### config.mk
export PLATFORM = sky130hd
export DESIGN_NAME = led_fade_pwm
export DESIGN_NICKNAME = d
export VERILOG_FILES = /design/src/rtl/led_fade_pwm_pkg.sv /design/src/rtl/led_fade_pwm_fade_channel.sv /design/src/rtl/led_fade_pwm.sv
export SDC_FILE = /design/constraint.sdc
export NUM_CORES = 1
export LEC_CHECK = 0
export CORE_UTILIZATION = 35
export DETAILED_ROUTE_END_ITERATION = 8
export GPL_TIMING_DRIVEN = 0
export SLEW_MARGIN = 10
export SYNTH_ARGS = -nofsm -noshare
export SYNTH_HDL_FRONTEND = slang
export SYNTH_HIERARCHICAL = 1
export SYNTH_SLANG_ARGS = --single-unit
### constraint.sdc
create_clock -name clk -period 7.3 [get_ports clk]
set_input_delay 1.095 -clock clk [delete_from_list [all_inputs] [get_ports clk]]
set_output_delay 1.095 -clock clk [all_outputs]
set_load 0.02 [all_outputs]
### src/rtl/led_fade_pwm_pkg.sv
// ---------------------------------------------------------------------------
// led_fade_pwm_pkg
// Shared definitions for the LED fade/PWM stage that sits behind the
// Knight Rider sequencer: channel count, top-level state encoding and the
// full-scale brightness helper.
// ---------------------------------------------------------------------------
package led_fade_pwm_pkg;

  localparam int LED_COUNT = 8;

  typedef enum logic [1:0] {
    ST_BLANK = 2'b00,
    ST_RUN   = 2'b01
  } fade_state_e;

  // Full-scale brightness for a given PWM counter width.
  function automatic int unsigned level_max_f(input int unsigned bits);
    return (32'd1 << bits) - 32'd1;
  endfunction

endpackage

### src/rtl/led_fade_pwm_fade_channel.sv
// ---------------------------------------------------------------------------
// fade_channel
// One LED's brightness path. A lit pattern bit forces full brightness; once
// the bit drops, the level decays by DECAY_STEP on every decay tick and
// saturates at zero. The level is copied into a shadow register at each PWM
// wrap so the duty cycle only changes on a period boundary.
//
// Ports:
//   clk, rst     clock, asynchronous active-low reset
//   enable       channel running; 0 clears level, shadow and output
//   pattern_bit  this LED's bit of the sequencer pattern
//   decay_tick   one-cycle strobe: apply one decay step
//   wrap         one-cycle strobe: PWM counter at full scale, load shadow
//   pwm_cnt      shared PWM counter
//   led_out      registered PWM drive for this LED
// ---------------------------------------------------------------------------
module fade_channel
  import led_fade_pwm_pkg::*;
#(
  parameter int PWM_BITS   = 8,
  parameter int DECAY_STEP = 32
) (
  input  logic                clk,
  input  logic                rst,
  input  logic                enable,
  input  logic                pattern_bit,
  input  logic                decay_tick,
  input  logic                wrap,
  input  logic [PWM_BITS-1:0] pwm_cnt,
  output logic                led_out
);

  localparam logic [PWM_BITS-1:0] LEVEL_MAX = PWM_BITS'(level_max_f(PWM_BITS));
  localparam logic [PWM_BITS-1:0] STEP      = PWM_BITS'(DECAY_STEP);

  // Level minus step, clamped at zero; a negative or zero difference never
  // wraps back to a bright value.
  function automatic logic [PWM_BITS-1:0] sat_sub(
    input logic [PWM_BITS-1:0] level,
    input logic [PWM_BITS-1:0] step
  );
    logic signed [PWM_BITS:0] diff;
    diff = $signed({1'b0, level}) - $signed({1'b0, step});
    if (diff <= 0) begin
      return '0;
    end
    return diff[PWM_BITS-1:0];
  endfunction

  logic [PWM_BITS-1:0] level_q,  level_d;
  logic [PWM_BITS-1:0] active_q, active_d;
  logic                led_q,    led_d;

  // Stage 0: brightness level and period-aligned shadow
  always_comb begin
    level_d  = level_q;
    active_d = active_q;
    if (!enable) begin
      level_d  = '0;
      active_d = '0;
    end else begin
      if (pattern_bit) begin
        level_d = LEVEL_MAX;
      end else if (decay_tick) begin
        level_d = sat_sub(level_q, STEP);
      end
      if (wrap) begin
        active_d = level_q;
      end
    end
  end

  // Stage 1: registered PWM comparator
  always_comb begin
    led_d = enable & ((active_q == LEVEL_MAX) | (pwm_cnt < active_q));
  end

  always_ff @(posedge clk or negedge rst) begin
    if (!rst) begin
      level_q  <= '0;
      active_q <= '0;
      led_q    <= 1'b0;
    end else begin
      level_q  <= level_d;
      active_q <= active_d;
      led_q    <= led_d;
    end
  end

  assign led_out = led_q;

endmodule

### src/rtl/led_fade_pwm.sv
// ---------------------------------------------------------------------------
// led_fade_pwm
// Drives the board LEDs from the sequencer's one-hot pattern with PWM
// brightness: lit LEDs are solid, released LEDs fade out in steps.
// Holds the BLANK/RUN state machine, the shared PWM and decay counters and
// the period_start strobe; one fade_channel per LED does the rest.
//
// Ports:
//   clk           system clock
//   rst           asynchronous active-low reset
//   enable        1 = run, 0 = blank LEDs and clear all fade state
//   pattern_in    LED pattern from the sequencer (bit i = LED i lit)
//   leds_out      registered PWM LED drive
//   period_start  one-cycle pulse in the clock where shadow levels load
// ---------------------------------------------------------------------------
module led_fade_pwm
  import led_fade_pwm_pkg::*;
#(
  parameter int PWM_BITS   = 8,
  parameter int DECAY_DIV  = 2**18,
  parameter int DECAY_STEP = 32
) (
  input  logic                 clk,
  input  logic                 rst,
  input  logic                 enable,
  input  logic [LED_COUNT-1:0] pattern_in,
  output logic [LED_COUNT-1:0] leds_out,
  output logic                 period_start
);

  localparam int                  DECAY_W    = (DECAY_DIV > 1) ? $clog2(DECAY_DIV) : 1;
  localparam logic [DECAY_W-1:0]  DECAY_LAST = DECAY_W'(DECAY_DIV - 1);
  localparam logic [PWM_BITS-1:0] LEVEL_MAX  = PWM_BITS'(level_max_f(PWM_BITS));

  fade_state_e         state_q, state_d;
  logic [PWM_BITS-1:0] pwm_cnt_q, pwm_cnt_d;
  logic [DECAY_W-1:0]  decay_cnt_q, decay_cnt_d;
  logic                period_start_q, period_start_d;
  logic                run;
  logic                wrap;
  logic                decay_tick;

  // Counters only move once the FSM has settled in RUN, so every re-entry
  // starts with both counters at zero and a dark first period.
  assign run        = (state_q == ST_RUN) & enable;
  assign wrap       = run & (pwm_cnt_q == LEVEL_MAX);
  assign decay_tick = run & (decay_cnt_q == DECAY_LAST);

  always_comb begin
    state_d = state_q;
    case (state_q)
      ST_BLANK: if (enable)  state_d = ST_RUN;
      ST_RUN:   if (!enable) state_d = ST_BLANK;
      default:  state_d = ST_BLANK;
    endcase
  end

  // Stage 0: shared timebase
  always_comb begin
    pwm_cnt_d      = '0;
    decay_cnt_d    = '0;
    period_start_d = wrap;
    if (run) begin
      pwm_cnt_d = pwm_cnt_q + 1'b1;
      if (!decay_tick) begin
        decay_cnt_d = decay_cnt_q + 1'b1;
      end
    end
  end

  always_ff @(posedge clk or negedge rst) begin
    if (!rst) begin
      state_q        <= ST_BLANK;
      pwm_cnt_q      <= '0;
      decay_cnt_q    <= '0;
      period_start_q <= 1'b0;
    end else begin
      state_q        <= state_d;
      pwm_cnt_q      <= pwm_cnt_d;
      decay_cnt_q    <= decay_cnt_d;
      period_start_q <= period_start_d;
    end
  end

  assign period_start = period_start_q;

  // Stage 1: per-LED fade and PWM output
  for (genvar i = 0; i < LED_COUNT; i++) begin : g_ch
    fade_channel #(
      .PWM_BITS   (PWM_BITS),
      .DECAY_STEP (DECAY_STEP)
    ) u_ch (
      .clk         (clk),
      .rst         (rst),
      .enable      (run),
      .pattern_bit (pattern_in[i]),
      .decay_tick  (decay_tick),
      .wrap        (wrap),
      .pwm_cnt     (pwm_cnt_q),
      .led_out     (leds_out[i])
    );
  end

endmodule

==> results.py, run 1 <==
metrics = {
    "finish": {
        "seqCellArea_mm2": 0.00250,
        "drive_gt1_share_pct": 4.77,
        "design_area_mm2": 0.00680,
        "multi_input_area_mm2": 0.00325,
        "area_growth_pct": 13.1,
        "antenna_cells": 0,
        "n_fill_cell": 1619,
        "fin_nets": 703,
    },
    "power": {
        "power_leakage_nw": 2.80,
        "p_per_area_mw_per_mm2": 200,
        "irDropWorstVdd_mv": 0.102,
    },
    "job": {
        "maxCapViolCount": 0,
    },
    "route": {
        "viasPerCell": 5.20,
        "routed_wl_mm": 11.9,
        "drc": 0,
        "drt_iter0_drc": 167,
        "ant_nets": 0,
        "vias": 4414,
        "firstDrtPassIters": 4,
        "wire_per_inst_um": 14.1,
    },
    "timing": {
        "finalCriticalPeriod_ps": 3690,
        "fmax_mhz": 271,
        "fin_skew_ps": 7.90,
        "fin_crit_sh_pct": 50.6,
        "worst_pin_slew_ps": 602,
        "hold_viol": 0,
        "relSlewSlack_pct": 59.9,
        "final-max-slew-violation-count": 0,
        "fin_tns_setup_ps": 0,
        "setup_viol": 0,
        "rsz0062_at_grt": "no",
    },
    "synthesis": {
        "async_flop_share_pct": 100,
        "syn_nets": 671,
        "synth-seq-area-share_pct": 41.6,
        "syn_area_mm2": 0.00601,
        "post-synth-top-area-cell": "dfrtp_1",
        "synth_area_leaders": "dfrtp_1, ha_1, nor2b_1, mux2i_1, a211oi_1",
        "synth-edff-count": 0,
        "synthCells": 593,
        "synth_cell_types": 37,
        "syn_area_per_cell_um2": 10.1,
        "synth.most_common_cell": "dfrtp_1",
        "ys_ff_latch": 100,
        "synth-main-ff-cell": "dfrtp_1",
        "synth_top_area_share_pct": 41.6,
        "ys_warn_count": 6,
        "synthTopCellsByCount": "dfrtp_1, ha_1, nor2b_1",
    },
    "hold_path": {
        "hold_path_depth": 1,
        "hold_start": "state_q[0]",
        "hold_path_end": "state_q[0]",
        "holdCritPathClass": "register to register",
    },
    "clock_network": {
        "post-cts-setup-buffers": 0,
        "cts_root_buffer": "clkbuf_16",
        "clock_path_buffers": 2,
        "cts_buffers": 9,
        "cts_htree_levels": 3,
        "hold_buffers": 0,
        "clkLatencyLatePin_ps": 350,
        "path_clk_slew_ps": 60,
        "cts_resized": 0,
        "cts_tree": "done",
        "clkSinkCount": 100,
    },
    "floorplanning": {
        "initial_core_util_pct": 36.0,
        "die_area_mm2": 0.0177,
        "core_mm2": 0.0167,
        "die_h_um": 133,
        "die_w_um": 133,
        "row_count": 47,
        "io_pins": 20,
    },
    "setup_path": {
        "start_kind": "input port",
        "reg2reg_to": "g_ch[1].u_ch/level_q[7]",
        "required_ps": 7570,
        "crit-reg2reg-launch": "state_q[0]",
        "rrSetupSlack_ps": 4480,
        "crit_path_max_fanout": 25,
        "endpoint_kind": "register",
        "cp.arrival_ps": 3970,
        "crit_type": "input port to register",
        "reg2reg_depth": 8,
    },
    "grt": {
        "use_met3_pct": 2.34,
        "overflow": 0,
        "use_met1_pct": 17.9,
        "grt_max_degree": 66,
        "grt_pass1_vias": 4534,
        "grt_use_met2_pct": 25.7,
        "antenna_found_initial": 0,
        "grtUsageTotal_pct": 14.7,
        "grt_pass1_wl_mm": 20.9,
        "busiest_layer": "met2",
    },
    "placed_design": {
        "placed_cell_area_mm2": 0.00653,
        "place_hpwl_mm": 8.38,
        "gp_congestion": 0.776,
        "io_buffer_count": 19,
    },
    "outcome": {
        "run_status": "completed",
    },
}
## critical path, cell delays in order
cell and delay [ps]:
clkdlybuf4s50_1 490, ha_1 510, clkbuf_1 420, and4_2 680, buf_16 230, nand2_1 90, a211oi_1 230, a211oi_1 90
nor2b_1 130
## report_power, final
group | total (W) | switching (W) | internal (W)
sequential | 0.000650 | 0.0000491 | 0.000600
clock | 0.000445 | 0.000198 | 0.000247
combinational | 0.000269 | 0.000143 | 0.000125
total | 0.00136 | 0.000390 | 0.000973
## sequential cells by signal, indices dropped and copies added (netlist names)
name	flops
g_ch.u_ch/level_q	32
state_q	1
g_ch.u_ch/led_out	8
period_start	1
g_ch.u_ch/active_q	32
decay_cnt_q	18
pwm_cnt_q	8
## worst max-delay path by stage
stage                       from                       to  slack (ps)  depth (start not counted)
after detailed placement  enable  g_ch[1].u_ch/level_q[7]        3220                          9
after floorplan           enable  g_ch[0].u_ch/level_q[7]        4080                          7
after global routing      enable  g_ch[1].u_ch/level_q[7]        3370                          9
after CTS                 enable  g_ch[1].u_ch/level_q[7]        3550                          9
after global placement       rst  g_ch[7].u_ch/level_q[5]        1320                          1
final                     enable  g_ch[1].u_ch/level_q[7]        3610                          9
## cell families (layout without fill, tap and decap cells)
family                     Yosys count  in the layout  share of synthesized area, %
and+or+nand+nor                    170            170                          16.8
DFF                                100            100                          41.6
AOI/OAI and AO/OA                  136            136                          15.0
buffers and inverters               68            104                          4.41
adders and majority gates           67             67                          13.9
xor gates and xnor gates            19             19                          2.77
muxes                               33             33                          5.49
## through the flow
step / setup slack (ps) / cells / total power [W] / util (%) / hold WS (ps)
2_1_floorplan: 4080 / 593 / 0.000842 / - / 446
3_3_place_gp: 1320 / 832 / 0.000915 / 38.8 / 458
3_5_place_dp: 3220 / 834 / 0.000931 / 39.1 / 466
4_1_cts: 3550 / 849 / 0.00138 / 40.7 / 479
5_1_grt: 3370 / 849 / 0.00145 / 40.7 / 492
6_report: 3610 / 849 / 0.00136 / 40.7 / 478
## layer usage
| metal | vias up | share of wire [%] |
|---|---|---|
| li1 | 2205 | - |
| met1 | 2159 | 47 |
| met2 | 38 | 49 |
| met3 | 12 | 1.9 |
| met4 | 0 | 1.7 |
| met5 | - | 0 |
## area by class of cell
| type | instances | area share [%] |
|---|---|---|
| plain buffers | 18 | 1.14 |
| clock buffers | 13 | 3.83 |
| clock inverters | 2 | 0.147 |
| inverters | 50 | 2.76 |
| multi-input cells | 425 | 47.7 |
| flip-flops and latches | 100 | 36.8 |
| well taps | 220 | 4.05 |
| repair buffers | 21 | 3.57 |
## cell usage in the layout (no fill, tap or decap), types with 4 or more instances in the layout
cell | synthesis | routed
a211oi_1 | 40 | 40
a21oi_1 | 25 | 25
and2_1 | 13 | 13
and3_1 | 6 | 6
clkbuf_1 | 10 | 12
clkbuf_16 | 0 | 9
clkbuf_2 | 8 | 8
clkdlybuf4s50_1 | 0 | 18
dfrtp_1 | 100 | 100
ha_1 | 67 | 67
inv_1 | 50 | 50
mux2i_1 | 33 | 33
nand2_1 | 13 | 13
nand3_1 | 9 | 9
nand3b_1 | 8 | 8
nand4_1 | 19 | 19
nor2_1 | 20 | 20
nor2b_1 | 57 | 57
nor4_1 | 4 | 4
o211ai_1 | 16 | 16
o21a_1 | 16 | 16
o21ai_0 | 26 | 26
o22ai_1 | 8 | 8
or2_1 | 8 | 8
xnor2_1 | 11 | 11
xor2_1 | 8 | 8
Note: power is estimated with default switching activity, not from simulation.
==> inputs of run 2 (changes only) <==
==> constraint.sdc (replaced) <==
create_clock -name clk -period 3.86 [get_ports clk]
set_input_delay 0.579 -clock clk [delete_from_list [all_inputs] [get_ports clk]]
set_output_delay 0.579 -clock clk [all_outputs]
set_load 0.02 [all_outputs]
==> results of run 2 <==
Same layout as run 1 (identical final DEF). Status: completed.
Main changes from that run: setup slack after placement 3220 ps -> 294 ps; setup slack after layout 3610 ps -> 682 ps; hold slack 478 ps -> 205 ps; register-to-register setup slack 4480 ps -> 1040 ps; total power 0.00136 W -> 0.00258 W; worst IR drop on VDD 0.102 mV -> 0.193 mV
